File: src/rtl/watch_timekeeper.sv
// rtl/watch_timekeeper.sv - watch timekeeper with run/set FSM, prescaler, alarm and 12/24h display
// Time runs only in RUN; SET states edit one field at a time with no carry.
module watch_timekeeper #(
  parameter int TICK_DIV = 1,
  parameter int PRESC_W  = 24
) (
  input  logic       clk,
  input  logic       rst,
  input  logic       stop_run,
  input  logic       next,
  input  logic       inc,
  input  logic       dec,
  input  logic       alarm_sel,
  input  logic       alarm_en,
  input  logic       alarm_ack,
  input  logic       mode12,
  output logic [4:0] hrs,
  output logic [5:0] min,
  output logic [5:0] sec,
  output logic [4:0] disp_hrs,
  output logic       pm,
  output logic [4:0] al_hrs,
  output logic [5:0] al_min,
  output logic       alarm_hit,
  output logic [1:0] state
);

  localparam logic [1:0] ST_RUN  = 2'd0;
  localparam logic [1:0] ST_HSET = 2'd1;
  localparam logic [1:0] ST_MSET = 2'd2;
  localparam logic [1:0] ST_SSET = 2'd3;

  localparam logic [PRESC_W-1:0] PRESC_LAST = PRESC_W'(TICK_DIV - 1);

  logic [1:0]         state_q, state_d;
  logic [PRESC_W-1:0] presc_q, presc_d;
  logic [4:0]         hrs_q, hrs_d, al_hrs_q, al_hrs_d;
  logic [5:0]         min_q, min_d, sec_q, sec_d, al_min_q, al_min_d;
  logic               hit_q, hit_d;
  logic               tick;
  logic               edit_en;

  // Wrapping +/-1 on a field whose legal range is 0..top.
  function automatic logic [5:0] step_field(input logic [5:0] v, input logic [5:0] top,
                                            input logic up);
    logic [5:0] r;
    if (up) r = (v == top) ? 6'd0 : v + 6'd1;
    else    r = (v == 6'd0) ? top : v - 6'd1;
    return r;
  endfunction

  always_comb begin
    state_d  = state_q;
    presc_d  = presc_q;
    hrs_d    = hrs_q;
    min_d    = min_q;
    sec_d    = sec_q;
    al_hrs_d = al_hrs_q;
    al_min_d = al_min_q;
    hit_d    = hit_q;
    tick     = 1'b0;
    edit_en  = (state_q != ST_RUN) && !next && !stop_run && (inc ^ dec);

    if (state_q == ST_RUN) begin
      if (stop_run) begin
        state_d = ST_HSET;
        presc_d = '0;
      end else if (presc_q == PRESC_LAST) begin
        presc_d = '0;
        tick    = 1'b1;
      end else begin
        presc_d = presc_q + PRESC_W'(1);
      end
    end else begin
      presc_d = '0;
      if (stop_run)  state_d = ST_RUN;
      else if (next) state_d = (state_q == ST_SSET) ? ST_HSET : state_q + 2'd1;
    end

    if (tick) begin
      if (sec_q == 6'd59) begin
        sec_d = 6'd0;
        if (min_q == 6'd59) begin
          min_d = 6'd0;
          hrs_d = (hrs_q == 5'd23) ? 5'd0 : hrs_q + 5'd1;
        end else begin
          min_d = min_q + 6'd1;
        end
      end else begin
        sec_d = sec_q + 6'd1;
      end
    end

    if (edit_en) begin
      case (state_q)
        ST_HSET: begin
          if (alarm_sel) al_hrs_d = 5'(step_field({1'b0, al_hrs_q}, 6'd23, inc));
          else           hrs_d    = 5'(step_field({1'b0, hrs_q}, 6'd23, inc));
        end
        ST_MSET: begin
          if (alarm_sel) al_min_d = step_field(al_min_q, 6'd59, inc);
          else           min_d    = step_field(min_q, 6'd59, inc);
        end
        ST_SSET: begin
          if (!alarm_sel) sec_d = step_field(sec_q, 6'd59, inc);
        end
        default: ;
      endcase
    end

    // A new alarm match wins over a same-cycle acknowledge.
    if (tick && alarm_en && hrs_d == al_hrs_q && min_d == al_min_q && sec_d == 6'd0)
      hit_d = 1'b1;
    else if (alarm_ack)
      hit_d = 1'b0;
  end

  always_ff @(posedge clk or negedge rst) begin
    if (!rst) begin
      state_q  <= ST_RUN;
      presc_q  <= '0;
      hrs_q    <= '0;
      min_q    <= '0;
      sec_q    <= '0;
      al_hrs_q <= '0;
      al_min_q <= '0;
      hit_q    <= 1'b0;
    end else begin
      state_q  <= state_d;
      presc_q  <= presc_d;
      hrs_q    <= hrs_d;
      min_q    <= min_d;
      sec_q    <= sec_d;
      al_hrs_q <= al_hrs_d;
      al_min_q <= al_min_d;
      hit_q    <= hit_d;
    end
  end

  always_comb begin
    disp_hrs = hrs_q;
    if (mode12) begin
      if (hrs_q == 5'd0)      disp_hrs = 5'd12;
      else if (hrs_q > 5'd12) disp_hrs = hrs_q - 5'd12;
    end
  end

  assign pm        = (hrs_q >= 5'd12);
  assign hrs       = hrs_q;
  assign min       = min_q;
  assign sec       = sec_q;
  assign al_hrs    = al_hrs_q;
  assign al_min    = al_min_q;
  assign alarm_hit = hit_q;
  assign state     = state_q;

endmodule

File: config.mk
export PLATFORM = sky130hd
export DESIGN_NAME = watch_timekeeper
export DESIGN_NICKNAME = d
export VERILOG_FILES = /design/src/rtl/watch_timekeeper.sv
export SDC_FILE = /design/constraint.sdc
export NUM_CORES = 1
export LEC_CHECK = 0
export ABC_AREA = 1
export BUFFER_PORTS_ARGS = -buffer_cell sky130_fd_sc_hd__buf_2
export CAP_MARGIN = 40
export CORE_MARGIN = 2
export CORE_UTILIZATION = 45
export CTS_BUF_LIST = sky130_fd_sc_hd__clkbuf_8 sky130_fd_sc_hd__clkbuf_16
export CTS_CLUSTER_DIAMETER = 40
export DETAILED_ROUTE_END_ITERATION = 8
export PLACE_DENSITY = 0.67
export SYNTH_ARGS = -nofsm -noshare
export SYNTH_HDL_FRONTEND = slang
export SYNTH_SLANG_ARGS = --single-unit
File: constraint.sdc
create_clock -name clk -period 4.58 [get_ports clk]
set_input_delay 0.229 -clock clk [delete_from_list [all_inputs] [get_ports clk]]
set_output_delay 0.229 -clock clk [all_outputs]
set_load 0.05 [all_outputs]
---- Word level (Yosys, flattened, before mapping) ----
Cells that the tools add are included.
word-level totals
  register bits ........................... 55
  input bits .............................. 10
  output and inout bits ................... 37
  logic and storage cells ................. 106
operators by class
  add/subtract/negate cells ............... 14
  magnitude comparators ................... 2
  eq/ne operators ......................... 11
  multiplexer cells ....................... 47
  bitwise gates (word level) .............. 1
  reduce and logical (&&, ||, !) cells .... 23
operators by type and width
  kind                                                               count
  2-to-1 mux 6 bit                                                   18
  2-to-1 mux 5 bit                                                   16
  2-to-1 mux 24 bit                                                  3
  adder 24 x 1 -> 24 bit, second input constant                      1
  zero test 24 bit                                                   1
  zero test 6 bit                                                    4
  adder 6 x 1 -> 6 bit, second input constant                        3
  equality test 6 bit, second input constant                         3
  subtractor 6 x 1 -> 6 bit, second input constant                   3
  adder 5 x 1 -> 5 bit, second input constant                        3
  equality test 5 bit, second input constant                         2
  zero test 5 bit                                                    2
  2-to-1 mux 2 bit                                                   5
  subtractor 5 x 1 -> 5 bit, second input constant                   2
  logical AND 1 bit                                                  7
  equality test 6 bit                                                1
  AND reduction 3 bit                                                2
  nonzero test 2 bit                                                 3
  equality test 5 bit                                                1
  greater-or-equal comparator 5 x 4 -> 1 bit, second input constant  1
  greater-than comparator 5 x 4 -> 1 bit, second input constant      1
  2-to-1 mux 1 bit                                                   5
  subtractor 5 x 4 -> 5 bit, second input constant                   1
  equality test 2 bit, second input constant                         2
  other kinds (7)                                                    8

---- Logic depth before layout (Yosys ltp) ----
Gate-level depths: netlist of run 1.
  word-level depth ........................ 13
  mapped depth ............................ 19

---- Worst setup path before layout of run 1 ----
No wires, ideal clock.
  path type ............................... register to output
  from .................................... register hrs_q[2], in the netlist hrs[2]
  to ...................................... output port disp_hrs[4]
  arrival ................................. 2.595 ns
  path slack .............................. 1.756 ns
  cell stages (with the launch flop) ...... 7
  buffers on the path ..................... 1
  cells stage by stage .................... dfrtp_1 clkbuf_1 inv_1 ha_1 nand3_1 nand2_1 a211oi_1
on the way
  longest elaborated chain between the ends .. 4
  elaborated cells on any way between the ends .. 6
  classes of those cells .................. add/sub (1); order compare (1); mux (3); reduce/logical (1)
ends and longest elaborated chain
  what                                                                                 line  text
  start, declared                                                                      37    logic [4:0] hrs_q, hrs_d, al_hrs_q, al_hrs_d;
  start signal, assigned                                                               131   hrs_q <= hrs_d;
  subtractor 5 x 4 -> 5 bit or greater-than comparator 5 x 4 -> 1 bit (tied branches)  144   else if (hrs_q > 5'd12) disp_hrs = hrs_q - 5'd12;
  2-to-1 mux 5 bit                                                                     144
  2-to-1 mux 5 bit *                                                                   143   if (hrs_q == 5'd0) disp_hrs = 5'd12;
  2-to-1 mux 5 bit *                                                                   142   if (mode12) begin
  end, declared                                                                        20    output logic [4:0] disp_hrs,
Every way passes the cells marked *; elsewhere a longest branch is shown, timed or not.

---- Final worst setup path of run 1 ----
  from .................................... register state_q[0], in the netlist state[0]
  to ...................................... register al_min_q[5], in the netlist al_min[5]
on the way
  longest elaborated chain between the ends .. 5
  elaborated cells on any way between the ends .. 6
  classes of those cells .................. eq/ne (1); reduce/logical (5)
ends and longest elaborated chain
  what                             line  text
  start, declared                  35    logic [1:0] state_q, state_d;
  start signal, assigned           129   state_q <= state_d;
  nonzero test 2 bit               62    edit_en = (state_q != ST_RUN) && !next && !stop_run && (inc ^ dec);
  logical AND 1 bit (3 in series)  62
  AND reduction 3 bit (no line) *  --
  end signal, assigned             135   al_min_q <= al_min_d;
  end, declared                    38    logic [5:0] min_q, min_d, sec_q, sec_d, al_min_q, al_min_d;
Marked as above.
A chain may end at the register's enable or synchronous reset.

==> results.toml, run 1 <==
[outcome]
status = "finished clean"

[worst_setup_path]
cp_slowest_stage_delay_ps = 490
cp-end-kind = "flip-flop"
path_depth = 10
r2r_slack_ps = 2100
crit_type = "reg -> reg"
crit_path_max_fanout = 9
cp_top_family = "simple AND/OR/NAND/NOR gates"
r2r_end = "al_min[5]"
path_buf_inv = 3
cp.required_ps = 4800
cp_common_cell = "inv_1"
cp_cell_sequence = "inv_1, ha_1, nor3_1, nand2_1, nor3_2, inv_1, a21oi_1, o221ai_1, o21ai_0, inv_1"
r2r-start = "state[0]"
worst_ep_arrival_time_ps = 2700
critPathSlowestCell = "nor3_2"
crit_path_end = "al_min[5]"
start_kind = "flip-flop"
startpoint = "state[0]"
rr_worst_depth = 10

[clock_tree]
clock_latency_ps = 330
cts_sinks = 55
clockRootBuffer = "clkbuf_8"
h-tree-depth = 2
cts_buffers = 5
cts_hold_buffers = 0
cts_buffer_depth = 2
cts_tree = "built"
post_cts_buffers = 0
post_cts_resize_count = 0
clk_pin_slew_ps = 100

[finish]
syn_to_final_growth_pct = 9.981
antenna_cells = 0
multi_input_area_sq_um = 2746
drive_above_1_share = 0.1473
nFillCells = 1014
regArea_sq_um = 1376
final_net_count = 738

[floorplan]
row_count = 36
core-area_sq_um = 9819
die_y_um = 104.7
dieArea_sq_um = 10960
die_x_um = 104.7
io-pin-count = 47
start_util = 0.4647

[placed_design]
place.gp.congestion = 0.9363
hpwl_mm = 8.946
portBuffers = 46
pre_cts_ws_ps = 1599

[drt]
first_pass_iters = 5
vias = 4510
routed_via_density = 5.375
drt_iter0_drc = 355
drc_errors = 0
ant_nets = 0
wirelength_mm = 11.92
wl_per_cell_um = 14.21

[timing]
slew-limit-headroom = 0.5117
fin_crit_ps = 2481
slew_violations = 0
fin_worst_skew_ps = 10.88
layout_setup_ws_ps = 2099
max_freq_mhz = 403.1
report.final.hold_viol_count = 0
setup_viol = 0
tns_ps = 0
whs_ps = 35.97
rsz0062_at_grt = "false"
finalCritPeriodShare = 0.5416
worst_slew_pin_slew_ps = 732.5

[logic_synthesis]
ys_ff_latch = 55
yosysTopAreaCell = "dfrtp_1"
async_reset_ff_frac = 1.000
synth_top_flop_cell = "dfrtp_1"
yosysSeqAreaShare = 0.3016
ys_top_cells_by_area = "dfrtp_1 (30%), nand2_1 (13%), nand3_1 (9.2%)"
synth_cell_types = 49
synthTopCellsByCount = "nand2_1 (162), inv_1 (90), nand3_1 (84)"
postSynthAreaPerCell_sq_um = 6.862
synth_area_sq_um = 4563
syn_inst = 665
synth_top_area_frac = 0.3016
ys.warnings.count = 0
synthesis.nets = 698
synth_edf_count = 0
yosysMostFrequentCell = "nand2_1"

[global_routing]
track_usage = 0.2216
antenna_found_initial = 0
grt_pass1_vias = 4306
grt_pass1_wl_mm = 20.15
grt-ovfl-total = 0
grt_max_degree = 56

[power]
powerDensity_nw_per_um2 = 622.5
clkPwrFrac = 0.112
p_comb_frac = 0.616
p_seq_frac = 0.272
ir_worst_vdd_v = 0.0003890
p_leak_nw = 2.676
p_int_w = 0.001326
p_sw_frac = 0.5755
p_switching_w = 0.001798

[job]
cap_violations = 0

[hold_path]
min_path_type = "in -> async"
==> flip-flops by register name, summed over array words and instances, names as in the netlist <==
signal     flops
alarm_hit      1
al_hrs         5
min            6
presc_q       24
sec            6
hrs            5
state          2
al_min         6
==> metal layers <==
metal / wire length, um / track usage / vias up / part of all wire
met1: 5510 / 0.2978 / 2110 / 0.46
met3: 630 / 0.03556 / 19 / 0.053
met4: 239 / 0.08286 / 0 / 0.020
li1: - / - / 2248 / -
met2: 5538 / 0.3595 / 133 / 0.46
met5: 0 / 0 / - / 0
==> cells by family (layout without fill, tap and decap cells) <==
| group | Yosys count | count (layout) | synth area share |
|---|---|---|---|
| adder cells (fa/ha/maj) | 23 | 23 | 0.06307 |
| buffers and inverters | 112 | 153 | 0.09651 |
| flip-flops | 55 | 55 | 0.3016 |
| XOR/XNOR | 23 | 23 | 0.04415 |
| AO/OA/AOI/OAI | 82 | 82 | 0.1028 |
| AND/OR/NAND/NOR | 370 | 370 | 0.3918 |
==> stage by stage <==
stage | area, sq um | total power [W] | utilization | std cells
floorplan | 4563 | 0.002312 | - | 665
global placement | 4893 | 0.002726 | 0.4983 | 830
detailed placement | 4893 | 0.002758 | 0.4983 | 830
CTS | 5011 | 0.003117 | 0.5103 | 838
global route | 5019 | 0.003373 | 0.5111 | 839
finish | 5019 | 0.003124 | 0.5111 | 839
==> cells in the final DEF (no fill, tap or decap), types with 5 or more instances in the layout <==
| cell type | n |
|---|---|
| nand2_1 | 162 |
| inv_1 | 90 |
| nand3_1 | 84 |
| dfrtp_1 | 55 |
| nor2_1 | 53 |
| buf_2 | 46 |
| a21oi_1 | 32 |
| o21ai_0 | 29 |
| ha_1 | 23 |
| xor2_1 | 17 |
| nand4_1 | 14 |
| nor3_1 | 12 |
| nor2_2 | 11 |
| nand3_2 | 9 |
| xnor2_1 | 6 |
| clkbuf_8 | 6 |
| o211ai_1 | 5 |
==> worst register-to-register path: cells and delay by family, from the launching register on <==
| family | cells | cell delay [ps] |
|---|---|---|
| AOI/OAI and AO/OA | 3 | 530 |
| DFF | 1 | 420 |
| buffers and inverters | 3 | 300 |
| and+or+nand+nor | 3 | 900 |
| adders and majority gates | 1 | 220 |
==> area by class of cell <==
cell class / count / area share
Timing Repair Buffer: 48 / 0.04887
Tap cell: 133 / 0.03316
Clock inverter: 2 / 0.006981
Clock buffer: 6 / 0.01645
Sequential cell: 55 / 0.2742
Multi-Input combinational cell: 498 / 0.5472
Inverter: 97 / 0.07305
==> power groups by stage <==
stage,Combinational (W),Sequential [W],Clock (W)
2_1_floorplan,0.00115,0.00116,0
3_3_place_gp,0.00188,0.000849,0
3_5_place_dp,0.00190,0.000854,0
4_1_cts,0.00191,0.000845,0.000358
5_1_grt,0.00212,0.000876,0.000375
6_report,0.00192,0.000850,0.000350
==> worst min path at each step <==
stage	from	endpoint	slack, ps	cells past startpoint
after detailed placement	rst	state[0]	420	2
after global placement	rst	state[0]	410	2
after CTS	rst	presc_q[7]	70	2
after global routing	rst	sec[1]	110	2
final	rst	presc_q[7]	40	2
after floorplan	rst	al_hrs[0]	-70	0
Note: power is estimated with default switching activity, not from simulation.
==> run 2, diff against run 1 <==
--- a/config.mk
+++ b/config.mk
@@ -5,7 +5,7 @@
 export SDC_FILE = /design/constraint.sdc
 export NUM_CORES = 1
 export LEC_CHECK = 0
-export ABC_AREA = 1
+export ABC_AREA = 0
 export BUFFER_PORTS_ARGS = -buffer_cell sky130_fd_sc_hd__buf_2
 export CAP_MARGIN = 40
 export CORE_MARGIN = 2
==> constraint.sdc (replaced) <==
create_clock -name clk -period 2.51 [get_ports clk]
set_input_delay 0.1255 -clock clk [delete_from_list [all_inputs] [get_ports clk]]
set_output_delay 0.1255 -clock clk [all_outputs]
set_load 0.05 [all_outputs]
==> results.toml, run 2 <==
[outcome]
status = "finished, violations left"
violations = "negative setup slack"

[floorplan]
die_y_um = 102.0
die_x_um = 102.0
io-pin-count = 47
dieArea_sq_um = 10410
core-area_sq_um = 9284
row_count = 35
start_util = 0.4656

[global_routing]
grt_max_degree = 56
track_usage = 0.2342
antenna_found_initial = 0
grt-ovfl-total = 0
grt_pass1_wl_mm = 19.66
grt_pass1_vias = 4167

[timing]
finalCritPeriodShare = 1.088
layout_setup_ws_ps = -220.5
fin_crit_ps = 2731
whs_ps = 70.52
worst_slew_pin_slew_ps = 784.0
rsz0062_at_grt = "true"
slew-limit-headroom = 0.4773
slew_violations = 0
setup_viol = 1
max_freq_mhz = 366.2
report.final.hold_viol_count = 0
fin_worst_skew_ps = 19.45

[clock_tree]
cts_tree = "built"
h-tree-depth = 2
clockRootBuffer = "clkbuf_8"
clock_latency_ps = 330
cts_buffer_depth = 2
cts_buffers = 5
cts_sinks = 55
clk_pin_slew_ps = 120

[logic_synthesis]
yosysMostFrequentCell = "dfrtp_1"
synth_edf_count = 0
synth_cell_types = 65
syn_inst = 535
ys_ff_latch = 55
async_reset_ff_frac = 1.000
synth_top_flop_cell = "dfrtp_1"
yosysSeqAreaShare = 0.3184
yosysTopAreaCell = "dfrtp_1"
ys.warnings.count = 0
synth_top_area_frac = 0.3184
ys_top_cells_by_area = "dfrtp_1 (32%), ha_1 (6.7%), nor2_1 (4.6%)"
postSynthAreaPerCell_sq_um = 8.080
synthTopCellsByCount = "dfrtp_1 (55), nor2_1 (53), nand2_1 (40)"
synthesis.nets = 568
synth_area_sq_um = 4323

[drt]
met2_wirelength_mm = 5.746
vias = 4542
wl_per_cell_um = 15.32
routed_via_density = 5.742
drc_errors = 0
drt_iter0_drc = 260
routedLengthMet1_mm = 5.592
wl_met3_um = 608
ant_nets = 0
wirelength_mm = 12.12
highest_layer = "met4"
first_pass_iters = 5

[placed_design]
place.gp.congestion = 0.9097
hpwl_mm = 9.108
pre_cts_ws_ps = -306.1
portBuffers = 46
placed_area_sq_um = 5398

[worst_setup_path]
cp-end-kind = "flip-flop"
crit_path_max_fanout = 5
cp_common_cell = "or3_4"
crit_type = "reg -> reg"
cp_slowest_stage_delay_ps = 460
start_kind = "flip-flop"
cp_top_family = "simple AND/OR/NAND/NOR gates"
worst_ep_arrival_time_ps = 2970
cp_cell_sequence = "and4b_4, or4b_4, or3_4, or3_4, a31o_1, a21boi_1, nand4_1, o32ai_2"
cp.required_ps = 2750
critPathSlowestCell = "or4b_4"
path_buf_inv = 0

[hold_path]
min_path_type = "in -> reg"

[finish]
fin_util = 0.6058
syn_to_final_growth_pct = 30.10
layout_commonest_cell = "buf_4"
mostFrequentLayoutCells = "buf_4 (100), nor2_1 (53), buf_2 (46)"
drive_above_1_share = 0.2915
largest_reg_flops = 24
final_area_sq_um = 5624
nFillCells = 862
final_net_count = 694
largest-register = "presc_q"
antenna_cells = 0

[power]
ir_worst_vdd_v = 0.0005001
total_power_w = 0.005169
powerDensity_nw_per_um2 = 919.0
p_leak_nw = 2.494

[job]
cap_violations = 0
[run 2: per-stage QoR]
step / cells / setup TNS, ps
final: 791 / -220.5
after global routing: 791 / -345.9
after CTS: 790 / -246.1
after detailed placement: 779 / -306.1
after global placement: 779 / -262.8
after floorplan: 535 / -418.0
[run 2: power breakdown]
part	switching (W)	leakage [nW]	internal, W
Sequential	0.000225	0.693	0.00106
Clock	0.000330	0.0548	0.000301
Combinational	0.00207	1.75	0.00119
[run 2: final timing paths]
check | startpoint | slack (ps) | cells after the start | endpoint
worst min-delay path | stop_run | 70 | 2 | state[1]
worst min register to register | alarm_hit | 550 | 2 | alarm_hit
worst max register to register | sec[2] | -220 | 8 | alarm_hit
max in group asynchronous | rst | 1410 | 3 | state[1]
min in group asynchronous | rst | 400 | 2 | presc_q[11]
worst max-delay path | sec[2] | -220 | 8 | alarm_hit
[run 2: layer usage]
layer / global-route usage / vias up
met1: 0.3332 / 2178
met2: 0.3785 / 141
met4: 0.05949 / 0
met5: 0 / -
li1: - / 2199
met3: 0.03146 / 24
[run 2: cells by family (layout without fill, tap and decap cells)]
kind of cell,count (synthesis),in the layout,synth area share
flip-flops,55,55,0.3184
AO/OA/AOI/OAI,133,133,0.2046
XOR/XNOR,37,37,0.07496
AND/OR/NAND/NOR,222,222,0.2677
adder cells (fa/ha/maj),23,23,0.06657
buffers and inverters,59,186,0.05383
multiplexers,6,6,0.01389
[run 2: what timing repair did]
item,4_1_cts,5_1_grt
hold buffers,2,0
gates resized for setup,11,5
buffers inserted,1,1
hold endpoints to repair,30,0
pin swaps,5,4
endpoints found under the setup margin,1,1
[run 2: layout make-up]
class,count,area (sq um),share of cell area
Clock buffer,5,68.82,0.01224
Clock inverter,3,46.29,0.008231
Inverter,29,108.9,0.01935
Multi-Input combinational cell,421,2824,0.5021
Sequential cell,55,1394,0.2478
Tap cell,129,161.4,0.02870
Timing Repair Buffer,149,1021,0.1815
==> run 3, diff against run 2 <==
==> constraint.sdc (replaced) <==
create_clock -name clk -period 2.8 [get_ports clk]
set_input_delay 0.14 -clock clk [delete_from_list [all_inputs] [get_ports clk]]
set_output_delay 0.14 -clock clk [all_outputs]
set_load 0.05 [all_outputs]
==> results.toml, run 3 (synthesis gave the netlist of run 2 again) <==
[global_routing]
grt_pass1_wl_mm = 18.89
track_usage = 0.2246
grt-ovfl-total = 0
antenna_found_initial = 0
grt_pass1_vias = 3902
grt_max_degree = 56

[floorplan]
row_count = 35
start_util = 0.4656
die_x_um = 102.0
die_y_um = 102.0
dieArea_sq_um = 10410
core-area_sq_um = 9284
io-pin-count = 47

[worst_setup_path]
cp_top_family = "simple AND/OR/NAND/NOR gates"
cp_slowest_stage_delay_ps = 460
path_depth = 8
worst_ep_arrival_time_ps = 3020
cp-end-kind = "flip-flop"
crit_type = "reg -> reg"
rr_worst_depth = 8
cp.required_ps = 3040
critPathSlowestCell = "or4b_4"
crit_path_max_fanout = 6
r2r_slack_ps = 20
path_buf_inv = 0
cp_cell_sequence = "and4b_4, or4b_4, or3_4, or3_4, a31o_1, a21boi_1, nand4_1, o32ai_2"
start_kind = "flip-flop"
cp_common_cell = "or3_4"

[hold_path]
holdPathStages = 2
min_path_type = "in -> reg"

[finish]
antenna_cells = 0
largest_reg_flops = 24
final_area_sq_um = 5261
mostFrequentLayoutCells = "buf_4 (58), nor2_1 (53), buf_2 (46)"
drive_above_1_share = 0.2423
nFillCells = 902
syn_to_final_growth_pct = 21.71
largest-register = "presc_q"
final_net_count = 651
layout_commonest_cell = "buf_4"

[drt]
drt_iter0_drc = 236
drc_errors = 0
ant_nets = 0
vias = 4272
wirelength_mm = 11.49
routed_via_density = 5.711
wl_per_cell_um = 15.36
first_pass_iters = 5

[outcome]
status = "finished clean"

[clock_tree]
cts_buffers = 5
h-tree-depth = 2
clock_latency_ps = 330
cts_sinks = 55
cts_buffer_depth = 2
cts_tree = "built"
clockRootBuffer = "clkbuf_8"
clk_pin_slew_ps = 110

[placed_design]
placed_area_sq_um = 5070
portBuffers = 46
place.gp.congestion = 0.8829
hpwl_mm = 8.561

[power]
ir_worst_vdd_v = 0.0003773
powerDensity_nw_per_um2 = 827.1
p_leak_nw = 2.259

[timing]
fin_worst_skew_ps = 13.44
setup_viol = 0
slew_violations = 0
tns_ps = 0
report.final.hold_viol_count = 0
fin_crit_ps = 2781
rsz0062_at_grt = "true"
max_freq_mhz = 359.6
worst_slew_pin_slew_ps = 645.6
slew-limit-headroom = 0.5642
finalCritPeriodShare = 0.9930

[job]
cap_violations = 0
-- run 3: changes by cell type in the layout (fill, tap and decap cells not counted), sizes merged --
cell	change
buf	-43
bufinv	-1
inv	+1
-- run 3: worst paths after layout --
| check | startpoint | endpoint |
|---|---|---|
| setup / recovery | sec[2] | alarm_hit |
| hold / removal | stop_run | state[1] |
| setup reg to reg | sec[2] | alarm_hit |
| hold reg to reg | presc_q[0] | presc_q[0] |
| max in group asynchronous | rst | min[1] |
| min in group asynchronous | rst | presc_q[13] |
-- run 3: report_power, final --
group	internal, W	leakage [nW]	switching (W)	total, W
clock	0.000186	0.0467	0.000304	0.000490
sequential	0.000948	0.693	0.000214	0.00116
combinational	0.000916	1.52	0.00178	0.00270
-- run 3: area by class of cell --
cell class                 count  area [sq um]  area share
multi-input combinational    421          2815      0.5351
sequential                    55          1394      0.2649
timing repair buffer         106         685.7      0.1303
tap                          129         161.4     0.03068
inverter                      29         108.9     0.02069
clock buffer                   5         68.82     0.01308
clock inverter                 3         27.53    0.005232
-- run 3: repair_timing --
| action | in CTS | in global routing |
|---|---|---|
| resized for setup | 2 | 12 |
| setup endpoints to repair | 1 | 1 |
| hold buffers | 2 | 0 |
| hold endpoints to repair | 24 | 0 |
| pin swaps | 0 | 2 |
| setup buffers | 0 | 1 |
-- run 3: metal layers --
layer / vias to the layer above / part of all wire / track usage
met2: 114 / 0.47 / 0.3654
li1: 2123 / - / -
met3: 8 / 0.043 / 0.02941
met5: - / 0 / 0
met4: 0 / 0.0099 / 0.05231
met1: 2027 / 0.48 / 0.3196
-- run 3: metrics by stage --
| step | total power (W) | hold WS [ps] | std cells | utilization | setup slack (ps) |
|---|---|---|---|---|---|
| 2_1_floorplan | 0.003092 | -155.6 | 535 | - | -128.0 |
| 3_3_place_gp | 0.003769 | 171.2 | 737 | 0.5461 | 70.51 |
| 3_5_place_dp | 0.003822 | 177.6 | 737 | 0.5461 | 13.04 |
| 4_1_cts | 0.004324 | 65.85 | 747 | 0.5593 | 9.323 |
| 5_1_grt | 0.004636 | 92.54 | 748 | 0.5667 | -76.32 |
| 6_report | 0.004352 | 77.53 | 748 | 0.5667 | 19.47 |
